$ cat config.mk
export PLATFORM = sky130hd
export DESIGN_NAME = alu_muldiv
export DESIGN_NICKNAME = d
export VERILOG_FILES = /design/src/rtl/alu_pkg.sv /design/src/rtl/muldiv_step.sv /design/src/rtl/alu_muldiv.sv
export SDC_FILE = /design/constraint.sdc
export NUM_CORES = 1
export LEC_CHECK = 0
export ABC_AREA = 1
export BUFFER_PORTS_ARGS = -buffer_cell sky130_fd_sc_hd__buf_2
export CAP_MARGIN = 20
export CORE_ASPECT_RATIO = 1.4
export CORE_MARGIN = 5
export CORE_UTILIZATION = 40
export DETAILED_ROUTE_END_ITERATION = 10
export RECOVER_POWER = 50
export SLEW_MARGIN = 20
export SYNTH_ARGS = -nofsm -noshare
export SYNTH_HDL_FRONTEND = slang
export SYNTH_HIERARCHICAL = 1
export SYNTH_SLANG_ARGS = --single-unit
$ cat constraint.sdc
create_clock -name i_clk -period 5.3 [get_ports i_clk]
set_input_delay 1.06 -clock i_clk [delete_from_list [all_inputs] [get_ports i_clk]]
set_output_delay 1.06 -clock i_clk [all_outputs]
set_load 0.05 [all_outputs]
$ cat src/rtl/alu_pkg.sv
// Shared types for the iterative multiply/divide unit: operation codes and FSM states.
package alu_pkg;

  typedef enum logic [3:0] {
    OP_MUL    = 4'b0000,
    OP_MULH   = 4'b0001,
    OP_MULHSU = 4'b0010,
    OP_MULHU  = 4'b0011,
    OP_DIV    = 4'b0100,
    OP_DIVU   = 4'b0101,
    OP_REM    = 4'b0110,
    OP_REMU   = 4'b0111
  } md_op_e;

  typedef enum logic [1:0] {
    IDLE = 2'd0,
    CALC = 2'd1,
    DONE = 2'd2
  } md_state_e;

endpackage

$ cat src/rtl/muldiv_step.sv
// One radix-2 iteration on a 2*WIDTH accumulator.
// Multiply: acc = {partial_hi, multiplier}; add multiplicand into the high half when
// the current multiplier LSB is set, then shift right by one.
// Divide: acc = {remainder, dividend/quotient}; shift left, trial-subtract the divisor
// from the high part and keep the difference only when it did not borrow.
module muldiv_step #(
  parameter int WIDTH = 32
) (
  input  logic [2*WIDTH-1:0] i_acc,
  input  logic [WIDTH-1:0]   i_opnd,
  input  logic               i_is_div,
  output logic [2*WIDTH-1:0] o_acc
);

  logic [WIDTH:0] w_sum;
  logic [WIDTH:0] w_diff;

  // Combinational add-or-pass (multiply) or subtract-and-restore (divide) step
  always_comb begin
    w_sum  = {1'b0, i_acc[2*WIDTH-1:WIDTH]} + (i_acc[0] ? {1'b0, i_opnd} : '0);
    w_diff = i_acc[2*WIDTH-1:WIDTH-1] - {1'b0, i_opnd};
    if (!i_is_div) begin
      o_acc = {w_sum, i_acc[WIDTH-1:1]};
    end else if (!w_diff[WIDTH]) begin
      o_acc = {w_diff[WIDTH-1:0], i_acc[WIDTH-2:0], 1'b1};
    end else begin
      o_acc = {i_acc[2*WIDTH-2:0], 1'b0};
    end
  end

endmodule

$ cat src/rtl/alu_muldiv.sv
// Iterative RISC-V style multiply/divide unit with valid/ready handshakes.
// Operands are reduced to magnitudes on acceptance, iterated one bit per cycle,
// and the sign is restored when the result is captured on entry to DONE.
module alu_muldiv
  import alu_pkg::*;
#(
  parameter int WIDTH     = 32,
  parameter bit FAST_ZERO = 1'b1
) (
  input  logic             i_clk,
  input  logic             i_rst,
  input  logic [3:0]       i_md_op,
  input  logic [WIDTH-1:0] i_operand_a,
  input  logic [WIDTH-1:0] i_operand_b,
  input  logic             i_valid,
  output logic             o_ready,
  output logic             o_valid,
  input  logic             i_ready,
  output logic [WIDTH-1:0] o_md_data,
  output logic             o_insn_vld
);

  localparam int CNT_W = $clog2(WIDTH);
  localparam logic [WIDTH-1:0] MIN_VAL = {1'b1, {(WIDTH-1){1'b0}}};

  md_state_e          r_state;
  md_state_e          w_state_nxt;
  logic [CNT_W-1:0]   r_cnt;
  logic [3:0]         r_op;
  logic [2*WIDTH-1:0] r_acc;
  logic [WIDTH-1:0]   r_opnd;
  logic [WIDTH-1:0]   r_a_raw;
  logic               r_a_neg;
  logic               r_b_neg;
  logic               r_div0;
  logic               r_ovf;
  logic [WIDTH-1:0]   r_result;
  logic               r_insn_vld;

  logic               w_accept;
  logic               w_last;
  logic               w_legal;
  logic               w_is_div;
  logic               w_a_sgn;
  logic               w_b_sgn;
  logic               w_a_neg;
  logic               w_b_neg;
  logic [WIDTH-1:0]   w_a_mag;
  logic [WIDTH-1:0]   w_b_mag;
  logic               w_div0;
  logic               w_ovf;
  logic               w_fast;
  logic [2*WIDTH-1:0] w_acc_nxt;

  // Sign restoration and special-case selection for the final result
  function automatic logic [WIDTH-1:0] f_result(
    input logic [3:0]         op,
    input logic [2*WIDTH-1:0] acc,
    input logic               a_neg,
    input logic               b_neg,
    input logic               div0,
    input logic               ovf,
    input logic [WIDTH-1:0]   a_raw
  );
    logic [2*WIDTH-1:0] prod;
    logic [WIDTH-1:0]   quo;
    logic [WIDTH-1:0]   rem;
    prod = (a_neg ^ b_neg) ? -acc : acc;
    quo  = acc[WIDTH-1:0];
    rem  = acc[2*WIDTH-1:WIDTH];
    case (op)
      OP_MUL:                      f_result = prod[WIDTH-1:0];
      OP_MULH, OP_MULHSU, OP_MULHU: f_result = prod[2*WIDTH-1:WIDTH];
      OP_DIV, OP_DIVU: begin
        if (div0)              f_result = '1;
        else if (ovf)          f_result = a_raw;
        else if (a_neg ^ b_neg) f_result = -quo;
        else                   f_result = quo;
      end
      OP_REM, OP_REMU: begin
        if (div0)       f_result = a_raw;
        else if (ovf)   f_result = '0;
        else if (a_neg) f_result = -rem;
        else            f_result = rem;
      end
      default:          f_result = '0;
    endcase
  endfunction

  // Request decode: signedness per op, magnitudes and fast-path detection
  always_comb begin
    w_accept = i_valid && (r_state == IDLE);
    w_last   = (r_cnt == CNT_W'(WIDTH - 1));
    w_legal  = !i_md_op[3];
    w_is_div = i_md_op[2];
    w_a_sgn  = (i_md_op == OP_MULH) || (i_md_op == OP_MULHSU) ||
               (i_md_op == OP_DIV)  || (i_md_op == OP_REM);
    w_b_sgn  = (i_md_op == OP_MULH) || (i_md_op == OP_DIV) || (i_md_op == OP_REM);
    w_a_neg  = w_a_sgn && i_operand_a[WIDTH-1];
    w_b_neg  = w_b_sgn && i_operand_b[WIDTH-1];
    w_a_mag  = w_a_neg ? -i_operand_a : i_operand_a;
    w_b_mag  = w_b_neg ? -i_operand_b : i_operand_b;
    w_div0   = w_legal && w_is_div && (i_operand_b == '0);
    w_ovf    = ((i_md_op == OP_DIV) || (i_md_op == OP_REM)) &&
               (i_operand_a == MIN_VAL) && (i_operand_b == '1);
    w_fast   = !w_legal || (FAST_ZERO && (w_div0 || w_ovf));
  end

  muldiv_step #(.WIDTH(WIDTH)) u_step (
    .i_acc    (r_acc),
    .i_opnd   (r_opnd),
    .i_is_div (r_op[2]),
    .o_acc    (w_acc_nxt)
  );

  // FSM state register
  always_ff @(posedge i_clk) begin
    if (i_rst) r_state <= IDLE;
    else       r_state <= w_state_nxt;
  end

  // FSM next-state logic
  always_comb begin
    w_state_nxt = r_state;
    case (r_state)
      IDLE:    if (w_accept) w_state_nxt = w_fast ? DONE : CALC;
      CALC:    if (w_last)   w_state_nxt = DONE;
      DONE:    if (i_ready)  w_state_nxt = IDLE;
      default: w_state_nxt = IDLE;
    endcase
  end

  // FSM outputs
  always_comb begin
    o_ready    = (r_state == IDLE);
    o_valid    = (r_state == DONE);
    o_md_data  = r_result;
    o_insn_vld = r_insn_vld;
  end

  // Iteration counter: cleared on acceptance, counts CALC cycles
  always_ff @(posedge i_clk) begin
    if (i_rst)                  r_cnt <= '0;
    else if (w_accept)          r_cnt <= '0;
    else if (r_state == CALC)   r_cnt <= r_cnt + 1'b1;
  end

  // Operand capture on acceptance, one accumulator step per CALC cycle
  always_ff @(posedge i_clk) begin
    if (w_accept) begin
      r_op    <= i_md_op;
      r_a_raw <= i_operand_a;
      r_a_neg <= w_a_neg;
      r_b_neg <= w_b_neg;
      r_div0  <= w_div0;
      r_ovf   <= w_ovf;
      if (w_is_div) begin
        r_acc  <= {{WIDTH{1'b0}}, w_a_mag};
        r_opnd <= w_b_mag;
      end else begin
        r_acc  <= {{WIDTH{1'b0}}, w_b_mag};
        r_opnd <= w_a_mag;
      end
    end else if (r_state == CALC) begin
      r_acc <= w_acc_nxt;
    end
  end

  // Result capture on entry to DONE; held until the next completion or reset
  always_ff @(posedge i_clk) begin
    if (i_rst) begin
      r_result   <= '0;
      r_insn_vld <= 1'b0;
    end else if (w_accept && w_fast) begin
      r_result   <= f_result(i_md_op, '0, w_a_neg, w_b_neg, w_div0, w_ovf, i_operand_a);
      r_insn_vld <= w_legal;
    end else if ((r_state == CALC) && w_last) begin
      r_result   <= f_result(r_op, w_acc_nxt, r_a_neg, r_b_neg, r_div0, r_ovf, r_a_raw);
      r_insn_vld <= 1'b1;
    end
  end

endmodule

# --- After elaboration in Yosys (flattened, before gate mapping) ---
# Cells that the tools add are included.
totals:
  reg_bits: 176
  input_bits: 72
  out_inout_bits: 35
classes:
  add_sub_neg: 8
  n_eq_ne: 21
  n_mux: 30
  bitwise: 1
  n_reduce_logical: 30
ops:
  columns: ["op", "count"]
  rows:
  - ["32-bit two-way mux", 16]
  - ["64-bit two-way mux", 5]
  - ["32-bit negator", 4]
  - ["32-bit case mux with 4 select lines", 1]
  - ["32-bit equality test, second input constant", 2]
  - ["64-bit negator", 1]
  - ["32-bit case mux with 2 select lines", 1]
  - ["32-bit by 33-bit adder with 33-bit output", 1]
  - ["33-bit by 32-bit subtractor with 33-bit output", 1]
  - ["4-bit by 3-bit equality test with 1-bit output, second input constant", 8]
  - ["32-bit logical NOT", 1]
  - ["4-bit by 2-bit equality test with 1-bit output, second input constant", 3]
  - ["2-bit OR reduction", 5]
  - ["1-bit logical AND", 9]
  - ["4-bit by 1-bit equality test with 1-bit output, second input constant", 2]
  - ["1-bit logical OR", 8]
  - ["2-bit two-way mux", 4]
  - ["2-bit case mux with 3 select lines", 1]
  - ["5-bit by 1-bit adder with 5-bit output, second input constant", 1]
  - ["5-bit equality test, second input constant", 1]
  - ["4-bit logical NOT", 1]
  - ["2-bit by 1-bit != test with 1-bit output, second input constant", 2]
  - ["2-bit nonzero test", 2]
  - ["3-bit AND reduction", 1]
  - ["other kinds (8)", 9]

# --- Longest topological paths before layout ---
# Gate-level depths: netlist (run 1).
logic_depth:
  depth_word: 10
  depth_mapped: 33
  ltp_nobuf: 32

# --- Hierarchy ---
# Netlist (run 1), hierarchy kept.
modules_own_cells:
  columns: ["module", "n_inst", "cells_per_inst", "area_per_inst_um2", "seq_area_each_um2"]
  rows:
  - ["alu_muldiv", 1, 2148, 13873.3, 4884.7]
  - ["muldiv_step", 1, 1308, 6356.1, 0.0]

# --- Worst setup path before layout (run 1) ---
# OpenSTA, ideal clock, no wires.
synth_path:
  path_kind: "register to register"
  start: "reg r_state[0]"
  end: "reg r_a_neg (enable)"
  arrival_ps: 3890
  t_required_ps: 4835
  path_slack_ps: 945
  stages_incl_launch_ff: 6
  path_buffers: 2
  synth_period_minus_slack_ps: 4355
  cell_sequence: "dfxtp_1 -> nor2_1 -> inv_1 -> nor2_2 -> clkbuf_1 -> clkbuf_1"
synth_between:
  elab_chain_cells: 2
synth_rtl:
  columns: ["item", "line_no", "source"]
  rows:
  - ["start: declaration", "alu_muldiv.sv:26", "md_state_e r_state;"]
  - ["start signal: assignment", "alu_muldiv.sv:119", "else r_state <= w_state_nxt;"]
  - ["2-bit logical NOT", null, null]
  - ["via o_ready", "alu_muldiv.sv:16", "output logic o_ready,"]
  - ["1-bit logical AND", "alu_muldiv.sv:92", "w_accept = i_valid && (r_state == IDLE);"]
  - ["via w_accept", "alu_muldiv.sv:40", "logic w_accept;"]
  - ["end signal: assignment", "alu_muldiv.sv:153", "r_a_neg <= w_a_neg;"]
  - ["end: declaration", "alu_muldiv.sv:33", "logic r_a_neg;"]
# The timed path passes the listed nets, and every way through them passes these cells.
# A chain may end at the register's enable or synchronous reset.

# --- Worst setup path in the final report (run 1) ---
layout_path:
  start: "in i_valid"
  end: "reg r_acc[45] (data pin)"
layout_between:
  elab_chain_cells: 2
layout_rtl:
  columns: ["item", "line_no", "source"]
  rows:
  - ["start: declaration", "alu_muldiv.sv:15", "input logic i_valid,"]
  - ["1-bit logical AND", "alu_muldiv.sv:92", null]
  - ["64-bit two-way mux", "alu_muldiv.sv:150", "if (w_accept) begin"]
  - ["end signal: assignment", "alu_muldiv.sv:158", "r_acc <= {{WIDTH{1'b0}}, w_a_mag};"]
  - ["end signal: assignment", "alu_muldiv.sv:161", "r_acc <= {{WIDTH{1'b0}}, w_b_mag};"]
  - ["end signal: assignment", "alu_muldiv.sv:165", "r_acc <= w_acc_nxt;"]
  - ["end: declaration", "alu_muldiv.sv:30", "logic [2*WIDTH-1:0] r_acc;"]
# Every way passes these cells.

==> implementation parameters, run 1 <==
Parameter                              Value

Yosys
  Fraction of registers with async set or reset after synthesis ... 0
  Flip-flop and latch count after synthesis ... 176
  Syn. warnings ... 6
  Net count after synthesis ... 3601
  Leading cell types by total area after synthesis ... sky130_fd_sc_hd__nand2_1, sky130_fd_sc_hd__edfxtp_1, sky130_fd_sc_hd__inv_1
  Most used flip-flop cell after synthesis ... sky130_fd_sc_hd__edfxtp_1
  Number of standard cells after synthesis ... 3456
  Sequential area share after synthesis ... 0.241
  Yosys top cell by area ... sky130_fd_sc_hd__nand2_1
  Syn Area/Cell ... 5.85 um^2
  Share of the synthesized area in the top cell type ... 0.215
  Synthesized cell area ... roughly 20000 um^2
  Ranking of synthesized cells by instance count ... sky130_fd_sc_hd__nand2_1, sky130_fd_sc_hd__inv_1, sky130_fd_sc_hd__nor2_1
  Distinct cell type count of the synthesized netlist ... 60
  Most repeated cell in the gate-level netlist after synthesis ... sky130_fd_sc_hd__nand2_1
  EDFF count, synth ... between 100 and 150

Routing
  Number of nets with antenna violations after detailed routing ... 0
  Number of iterations in the first detailed-routing pass ... 6
  Routed Wire Length ... a little under 100000 um
  Number of design-rule violations left by the first detailed-router iteration ... around 2100
  Average wire length per cell after detail routing ... 23.3 um
  Avg Vias per Cell ... 5.62
  Remaining design rule violation count ... 0
  Detailed-route via count ... 23400

Cells and area
  Combined area of the multi-input logic cells ... 13100 um^2
  Total number of nets in the final design ... 3650
  Sequential cell area in the final layout ... around 4900 um^2
  Share of final-layout standard cells stronger than drive strength 1 ... 0.0534
  Layout-stage area growth over the synthesis result ... 7.74%
  Number of inserted filler cells in the final layout ... 5631

Worst setup path
  Crit-path cells ... buf_2 > inv_1 > nor2_1 > clkbuf_2 > nor2_1
  R2R setup slack ... 210 ps
  Endpoint required time on the critical path ... 5240 ps
  Longest individual stage delay on the worst path ... 2550 ps
  Arrival time reported for the critical path endpoint ... 5140 ps
  Reg-to-reg startpoint ... r_state[0]$_SDFFE_PP0P_
  Top fanout value on the critical path ... 155
  Cell mode on critical path ... sky130_fd_sc_hd__nor2_1
  Critical path launch point type ... input pin
  Number of cells on the worst reg-to-reg path ... 5
  Reg-to-reg endpoint ... r_acc[45]$_SDFFCE_PP0P_
  Worst-path cell with the longest stage delay ... sky130_fd_sc_hd__clkbuf_2
  Top cell family by delay on the critical path ... buffers and inverters
  Buffers and inverters on the worst path ... 3
  Category of the worst setup path capture point ... register
  Classification of the worst setup path ... input pin to register

GRT
  Global-route usage over all layers ... 0.343
  Initial antenna violation count ... 4
  Number of global-route vias before repair ... 22500
  Grt total ovfl ... 0
  First-pass GRT wire length ... around 140000 um
  Pin count of the biggest net entering global routing ... 156

Die
  Die Span Y ... 276 um
  Core Area ... 50100 um^2
  Number of rows created at floorplan ... 97
  Initial Utilization ... 0.404
  Die area ... 55200 um^2
  Die W ... 200 um
  Number of top-level pins ... 107

Timing
  Number of max-slew violations in the final report ... 276
  Fraction of the cycle the final worst path needs ... 0.981
  Post-layout worst setup margin ... about 100 ps
  Worst slew margin relative to its limit ... -1.46
  Post-Route Skew ... 18.5 ps
  Final count of negative-setup-slack endpoints ... 0
  Final total negative setup slack ... 0 ps
  Final hold violations ... 0
  Setup repair after global routing missed its margin ... no
  Minimum clock period ... just over 5000 ps
  Highest Clock Rate ... 0.192 GHz
  Worst-Margin Slew ... 3690 ps

Clock network
  Quantity of hold-fixing buffers added after cts ... 0
  Number of buffers on the longest clock path ... 2
  Number of CTS-inserted buffers ... 17
  CTS tree ... yes
  Number of gates resized after CTS ... 0
  Clk Tree Root Cell ... sky130_fd_sc_hd__clkbuf_16
  Reg clk slew, reported paths ... around 70 ps
  H-tree level count ... 4
  Setup Fix Bufs, Post-CTS ... 0
  Clock latency of the later-clocked register in the worst-skew pair ... 480 ps
  Sinks on Clock Net ... 176

Flow run
  Maxcap violations ... 3

Power
  Leakage power of the design ... 10.8 nW
  Power per standard cell area ... 401 nW/um^2
  VDD IR max ... between 0.2 and 0.3 mV

Run status
  Violated checks ... max-capacitance violations, max-slew violations
  Outcome ... finished with violations

Min path
  Min-Delay Path Class ... register to register
  Startpoint of the lowest-slack hold path ... r_cnt[4]$_SDFFE_PP0P_
  Worst-case hold path end point ... r_cnt[4]$_SDFFE_PP0P_
  Number of cells on the worst hold path ... 2

Placement
  Post-detail-place hpwl ... 78900 um
  RD Place Congestion ... 1.08
  Input/output buffers ... 106
  Pre-CTS setup slack ... 444 ps
-- worst reg2reg max path: cells and delay by family, from the launching register on --
family	cells	cell delay, ps
flip-flops	1	340
buffers and inverters	2	2630
AND/OR/NAND/NOR	3	1590
-- registers in the layout (all words and copies together), names as in the netlist --
register	cells
o_insn_vld	1
o_md_data	32
r_a_neg	1
r_a_raw	32
r_acc	64
r_b_neg	1
r_cnt	5
r_div0	1
r_op	4
r_opnd	32
r_ovf	1
r_state	2
-- power by group --
group	total, W	switching, W	leakage [nW]	internal (W)
clock	0.00134	0.000655	0.288	0.000681
sequential	0.00202	0.000234	1.66	0.00179
combinational	0.00538	0.00394	8.81	0.00144
total	0.00874	0.00483	10.8	0.00390
-- cell usage in the layout, fill, tap and decap left out, types with 5 or more instances in the layout --
master	Yosys	layout
sky130_fd_sc_hd__a21o_1	6	6
sky130_fd_sc_hd__a21oi_1	170	170
sky130_fd_sc_hd__a31oi_1	6	6
sky130_fd_sc_hd__and2_1	6	6
sky130_fd_sc_hd__buf_2	25	36
sky130_fd_sc_hd__buf_4	8	31
sky130_fd_sc_hd__clkbuf_1	61	72
sky130_fd_sc_hd__clkbuf_16	0	19
sky130_fd_sc_hd__clkinv_1	3	5
sky130_fd_sc_hd__dfxtp_1	40	40
sky130_fd_sc_hd__edfxtp_1	136	136
sky130_fd_sc_hd__ha_1	71	71
sky130_fd_sc_hd__inv_1	449	449
sky130_fd_sc_hd__inv_2	7	7
sky130_fd_sc_hd__nand2_1	1158	1156
sky130_fd_sc_hd__nand2_2	23	25
sky130_fd_sc_hd__nand2_4	8	8
sky130_fd_sc_hd__nand3_1	325	325
sky130_fd_sc_hd__nand3b_1	25	25
sky130_fd_sc_hd__nand4_1	36	36
sky130_fd_sc_hd__nor2_1	415	415
sky130_fd_sc_hd__nor2_2	13	12
sky130_fd_sc_hd__nor2_4	4	5
sky130_fd_sc_hd__nor3_1	24	24
sky130_fd_sc_hd__o2111ai_1	5	5
sky130_fd_sc_hd__o211ai_1	34	34
sky130_fd_sc_hd__o21ai_0	204	203
sky130_fd_sc_hd__o21ai_1	11	12
sky130_fd_sc_hd__o21bai_1	11	11
sky130_fd_sc_hd__o22ai_1	18	18
sky130_fd_sc_hd__or2_2	16	16
sky130_fd_sc_hd__xnor2_1	10	10
sky130_fd_sc_hd__xor2_1	63	63
-- cell families after synthesis --
| kind of cell | share of synthesized area |
|---|---|
| AND/OR/NAND/NOR | 0.436 |
| buffers and inverters | 0.112 |
| AO/OA/AOI/OAI | 0.131 |
| flip-flops | 0.241 |
| XOR/XNOR | 0.0316 |
| adder cells (fa/ha/maj) | 0.0459 |
| multiplexers | 0.00198 |
-- worst max path at each step --
stage / slack (ps) / endpoint / cells after the start / start
floorplan: 940 / r_a_neg$_DFFE_PP_ / 5 / r_state[0]$_SDFFE_PP0P_
global placement: 390 / o_md_data[20]$_SDFFE_PP0P_ / 24 / r_acc[55]$_SDFFCE_PP0P_
detailed placement: 440 / o_md_data[20]$_SDFFE_PP0P_ / 24 / r_acc[55]$_SDFFCE_PP0P_
CTS: 410 / o_md_data[20]$_SDFFE_PP0P_ / 24 / r_acc[55]$_SDFFCE_PP0P_
global route: 30 / o_md_data[15]$_SDFFE_PP0P_ / 29 / r_acc[31]$_DFFE_PP_
finish: 100 / r_acc[45]$_SDFFCE_PP0P_ / 5 / i_valid
-- through the flow --
step                hold slack (ps)  utilization  instance area [um^2]  std cells  power [W]
finish                          471        0.435                 21800       4164    0.00874
global route                    501        0.435                 21800       4161    0.00924
CTS                             476        0.437                 21900       4161    0.00857
detailed placement              464        0.425                 21300       4129    0.00723
global placement                457        0.425                 21300       4129    0.00725
floorplan                       445            -                 20200       3456    0.00540
-- final cells by class --
| cell class | instances | share of cell area |
|---|---|---|
| sequential | 176 | 0.224 |
| clock buffer | 21 | 0.0226 |
| tap | 643 | 0.0369 |
| antenna | 3 | 0.000344 |
| inverter | 460 | 0.0793 |
| timing repair buffer | 140 | 0.0316 |
| multi-input combinational | 2710 | 0.601 |
| clock inverter | 11 | 0.00419 |
-- routing by layer --
layer	routed length (um)	global-route usage	up-vias
met5	41	0	-
met4	11400	0.320	2
met3	6100	0.0497	406
met2	45800	0.565	1117
met1	33700	0.369	10600
li1	-	-	11300
Power figures use the tool's default switching activity.
==> inputs of run 2 (changes only) <==
- ABC_AREA: 1 -> default
==> run 2 against run 1 <==
Against the previous run:
- final cell count shrank 30%
- clock skew is 7.1 ps higher
- sequential cell count did not move
- first-iteration DRC count shrank 30%
- the run still ends with max-capacitance violations, max-slew violations left
- critical path type is now register to register
- clock power about the same
- total power shrank 2.8%
- via count down 23%
- register-to-register slack got worse by 70 ps
- die area down 15%
- synthesized cell count fell by 39%
- sequential power down 5%
==> implementation parameters, run 2 <==
Parameter                              Value

Yosys
  Synth Area in XOR/XNOR ... 0.0848 (was 0.0316)
  Number of standard cells after synthesis ... 2119 (was 3456)
  EDFF count, synth ... 136 (unchanged)
  Net count after synthesis ... 2264 (was 3601)
  Synthesized cell area ... 17000 um^2 (was 20200 um^2)
  Leading cell types by total area after synthesis ... sky130_fd_sc_hd__edfxtp_1, sky130_fd_sc_hd__a21oi_1, sky130_fd_sc_hd__ha_1 (was sky130_fd_sc_hd__nand2_1, sky130_fd_sc_hd__edfxtp_1, sky130_fd_sc_hd__inv_1)
  Proportion of synthesized area in mux cells ... 0.0596 (was 0.00198)
  Post-synthesis share of cell area spent on and, or, nand and nor gates ... 0.205 (was 0.436)
  Most used flip-flop cell after synthesis ... sky130_fd_sc_hd__edfxtp_1 (unchanged)
  Syn Area/Cell ... 8.04 um^2 (was 5.85 um^2)
  Fraction of registers with async set or reset after synthesis ... 0 (unchanged)
  Yosys top cell by area ... sky130_fd_sc_hd__edfxtp_1 (was sky130_fd_sc_hd__nand2_1)
  Sequential area share after synthesis ... 0.287 (was 0.241)
  Compound-Gate Fraction of Synth Area ... 0.262 (was 0.131)
  Syn. warnings ... 6 (unchanged)
  Share of the synthesized area in the top cell type ... 0.240 (was 0.215)
  Most repeated cell in the gate-level netlist after synthesis ... sky130_fd_sc_hd__nor2_1 (was sky130_fd_sc_hd__nand2_1)
  Largest family of logic cells by synthesized area ... compound AO/OA/AOI/OAI gates (was simple AND/OR/NAND/NOR gates)
  Flip-flop and latch count after synthesis ... 176 (unchanged)
  Adder and majority gate portion of the synthesized area ... 0.0545 (was 0.0459)
  Distinct cell type count of the synthesized netlist ... 88 (was 60)
  Ranking of synthesized cells by instance count ... sky130_fd_sc_hd__nor2_1, sky130_fd_sc_hd__a21oi_1, sky130_fd_sc_hd__o21ai_0 (was sky130_fd_sc_hd__nand2_1, sky130_fd_sc_hd__inv_1, sky130_fd_sc_hd__nor2_1)

Routing
  Number of design-rule violations left by the first detailed-router iteration ... 1475 (was 2116)
  Routed Wire Length ... 74300 um (was 97100 um)
  Number of nets with antenna violations after detailed routing ... 0 (unchanged)
  Average wire length per cell after detail routing ... 25.7 um (was 23.3 um)
  Avg Vias per Cell ... 6.20 (was 5.62)
  Remaining design rule violation count ... 0 (unchanged)
  Number of iterations in the first detailed-routing pass ... 6 (unchanged)
  Detailed-route via count ... 18000 (was 23400)

Placement
  RD Place Congestion ... 1.05 (was 1.08)
  Post-detail-place hpwl ... 59700 um (was 78900 um)
  Input/output buffers ... 106 (unchanged)
  Pre-CTS setup slack ... -385 ps (was 444 ps)

Timing
  Worst slew margin relative to its limit ... -1.61 (was -1.46)
  Number of max-slew violations in the final report ... 164 (was 276)
  Final hold violations ... 0 (unchanged)
  Post-Route Skew ... 25.6 ps (was 18.5 ps)
  Minimum hold slack ... 476 ps (was 471 ps)
  Fraction of the cycle the final worst path needs ... 0.974 (was 0.981)
  Worst-Margin Slew ... 3920 ps (was 3690 ps)
  Post-layout worst setup margin ... 137 ps (was 103 ps)
  Minimum clock period ... 5160 ps (was 5200 ps)
  Final count of negative-setup-slack endpoints ... 0 (unchanged)
  Highest Clock Rate ... 0.194 GHz (was 0.192 GHz)

Die
  Initial Utilization ... 0.404 (about the same)
  Die W ... 184 um (was 200 um)
  Number of rows created at floorplan ... 89 (was 97)
  Core Area ... 42200 um^2 (was 50100 um^2)
  Die Span Y ... 254 um (was 276 um)
  Die area ... 46900 um^2 (was 55200 um^2)
  Number of top-level pins ... 107 (unchanged)

Cells and area
  Share of final-layout standard cells stronger than drive strength 1 ... 0.188 (was 0.0534)
  Biggest register ... r_acc (unchanged)
  Layout-stage area growth over the synthesis result ... 19.8% (was 7.74%)
  Flip-flop count of the largest register after layout ... 64 (unchanged)
  Final antenna diode count ... 0 (was 3)
  Most common library cell in the layout ignoring fill and taps ... sky130_fd_sc_hd__buf_4 (was sky130_fd_sc_hd__nand2_1)
  Total number of nets in the final design ... 2481 (was 3650)
  Commonest cells after routing, fill and taps aside ... sky130_fd_sc_hd__buf_4, sky130_fd_sc_hd__nor2_1, sky130_fd_sc_hd__a21oi_1 (was sky130_fd_sc_hd__nand2_1, sky130_fd_sc_hd__inv_1, sky130_fd_sc_hd__nor2_1)

Clock network
  Quantity of hold-fixing buffers added after cts ... 0 (unchanged)
  CTS tree ... yes (unchanged)
  Reg clk slew, reported paths ... 80 ps (was 70 ps)
  H-tree level count ... 4 (unchanged)
  Sinks on Clock Net ... 176 (unchanged)
  Clk Tree Root Cell ... sky130_fd_sc_hd__clkbuf_16 (unchanged)
  Number of buffers on the longest clock path ... 2 (unchanged)
  Clock latency of the later-clocked register in the worst-skew pair ... 470 ps (was 480 ps)
  Number of CTS-inserted buffers ... 17 (unchanged)

Worst setup path
  Critical path launch point type ... register (was input pin)
  Category of the worst setup path capture point ... register (unchanged)
  R2R setup slack ... 140 ps (was 210 ps)
  Reg-to-reg endpoint ... o_md_data[31]$_SDFFE_PP0P_ (was r_acc[45]$_SDFFCE_PP0P_)
  Reg-to-reg startpoint ... r_acc[0]$_DFFE_PP_ (was r_state[0]$_SDFFE_PP0P_)
  Endpoint required time on the critical path ... 5620 ps (was 5240 ps)
  Arrival time reported for the critical path endpoint ... 5490 ps (was 5140 ps)
  Classification of the worst setup path ... register to register (was input pin to register)
  Top fanout value on the critical path ... 8 (was 155)
  Number of cells on the worst reg-to-reg path ... 23 (was 5)

Power
  Leakage power of the design ... 7.62 nW (was 10.8 nW)
  VDD IR max ... 0.255 mV (was 0.267 mV)
  Power per standard cell area ... 416 nW/um^2 (was 401 nW/um^2)

GRT
  Global-route usage over all layers ... 0.311 (was 0.343)
  Number of global-route vias before repair ... 17600 (was 22500)
  First-pass GRT wire length ... 110000 um (was 141000 um)
  Grt total ovfl ... 0 (unchanged)
  Pin count of the biggest net entering global routing ... 87 (was 156)
  Initial antenna violation count ... 4 (unchanged)

Min path
  Min-Delay Path Class ... register to register (unchanged)
  Number of cells on the worst hold path ... 2 (unchanged)
  Worst-case hold path end point ... o_md_data[16]$_SDFFE_PP0P_ (was r_cnt[4]$_SDFFE_PP0P_)
  Startpoint of the lowest-slack hold path ... o_md_data[16]$_SDFFE_PP0P_ (was r_cnt[4]$_SDFFE_PP0P_)

Flow run
  Maxcap violations ... 3 (unchanged)

Run status
  Outcome ... finished with violations (unchanged)
  Violated checks ... max-capacitance violations, max-slew violations (unchanged)
==> run 2: cell count changes after synthesis, moves of 27 or more <==
cell / delta
sky130_fd_sc_hd__nand2_1: -998
sky130_fd_sc_hd__nand3_1: -295
sky130_fd_sc_hd__a21oi_1: +31
sky130_fd_sc_hd__clkbuf_1: +43
sky130_fd_sc_hd__o21ai_0: -32
sky130_fd_sc_hd__nor3_1: +29
sky130_fd_sc_hd__nand2b_1: +28
sky130_fd_sc_hd__xnor2_1: +78
sky130_fd_sc_hd__mux2i_1: +42
sky130_fd_sc_hd__mux2_2: +48
sky130_fd_sc_hd__and2_1: +62
sky130_fd_sc_hd__nor2_1: -204
sky130_fd_sc_hd__inv_1: -379
sky130_fd_sc_hd__nor4_1: +27
==> run 2: logic make-up (layout without fill, tap and decap cells) <==
family	count (synthesis)	after routing
and+or+nand+nor	707	707
AOI/OAI and AO/OA	701	701
buffers and inverters	203	433
DFF	176	176
xor gates and xnor gates	164	164
muxes	95	95
adders and majority gates	73	73
==> run 2: how the worst max path moves through the flow <==
stage                   startpoint                         end  slack [ps]
2_1_floorplan   r_acc[0]$_DFFE_PP_  o_md_data[29]$_SDFFE_PP0P_          90
3_3_place_gp   r_opnd[0]$_DFFE_PP_  o_md_data[30]$_SDFFE_PP0P_        -400
3_5_place_dp   r_opnd[0]$_DFFE_PP_  o_md_data[13]$_SDFFE_PP0P_        -390
4_1_cts        r_opnd[0]$_DFFE_PP_  o_md_data[13]$_SDFFE_PP0P_         0.8
5_1_grt         r_acc[0]$_DFFE_PP_  o_md_data[31]$_SDFFE_PP0P_        -100
6_report        r_acc[0]$_DFFE_PP_  o_md_data[31]$_SDFFE_PP0P_         140
==> run 2: critical path: stages, from the launching register on <==
cell	delay [ps]
sky130_fd_sc_hd__edfxtp_1	380
sky130_fd_sc_hd__buf_4	160
sky130_fd_sc_hd__buf_12	120
sky130_fd_sc_hd__and2_1	130
sky130_fd_sc_hd__ha_1	330
sky130_fd_sc_hd__a211oi_2	220
sky130_fd_sc_hd__o21ai_0	150
sky130_fd_sc_hd__a21oi_1	280
sky130_fd_sc_hd__a31oi_1	130
sky130_fd_sc_hd__buf_4	180
sky130_fd_sc_hd__a21o_1	200
sky130_fd_sc_hd__nand3_1	100
sky130_fd_sc_hd__nand2_1	80
sky130_fd_sc_hd__xnor2_1	170
sky130_fd_sc_hd__mux2i_1	110
sky130_fd_sc_hd__or4_4	560
sky130_fd_sc_hd__or4_4	570
sky130_fd_sc_hd__nor2_4	120
sky130_fd_sc_hd__buf_4	120
sky130_fd_sc_hd__a21oi_1	70
sky130_fd_sc_hd__xnor2_1	230
sky130_fd_sc_hd__o22ai_1	110
sky130_fd_sc_hd__a221oi_2	330
sky130_fd_sc_hd__o22ai_1	150
==> run 2: power by group <==
group | internal (W) | switching [W]
Combinational | 0.00220 | 0.00307
Clock | 0.000649 | 0.000660
Sequential | 0.00175 | 0.000164
==> run 2: repair_timing <==
action                                  4_1_cts  5_1_grt
setup buffers                                 4        4
resized for setup                            24       79
pin swaps                                     3       29
endpoints found under the setup margin       25       29
==> run 2: per-layer routing <==
layer | wire length (um) | global-route usage
met2 | 36700 | 0.549
met1 | 27200 | 0.343
met5 | 41 | 0
met3 | 4210 | 0.0449
met4 | 6260 | 0.212
==> run 2: final cells by class <==
type                       instances  area, um^2
clock buffer                      18         439
tap                              546         683
sequential                       176        4880
multi-input combinational       1740       11800
clock inverter                    14         159
timing repair buffer             327        2150
inverter                          74         279
fill                            4201       21800
==> run 2: through the flow <==
stage                     power, W  instances  utilization  TNS [ps]  cell area (um^2)
final                      0.00849       2895        0.484         0             20400
after global routing       0.00897       2895        0.484      -264             20400
after CTS                  0.00821       2891        0.476         0             20100
after detailed placement   0.00681       2855        0.459     -3690             19400
after global placement     0.00679       2855        0.459     -3100             19400
after floorplan            0.00494       2119            -         0             17000
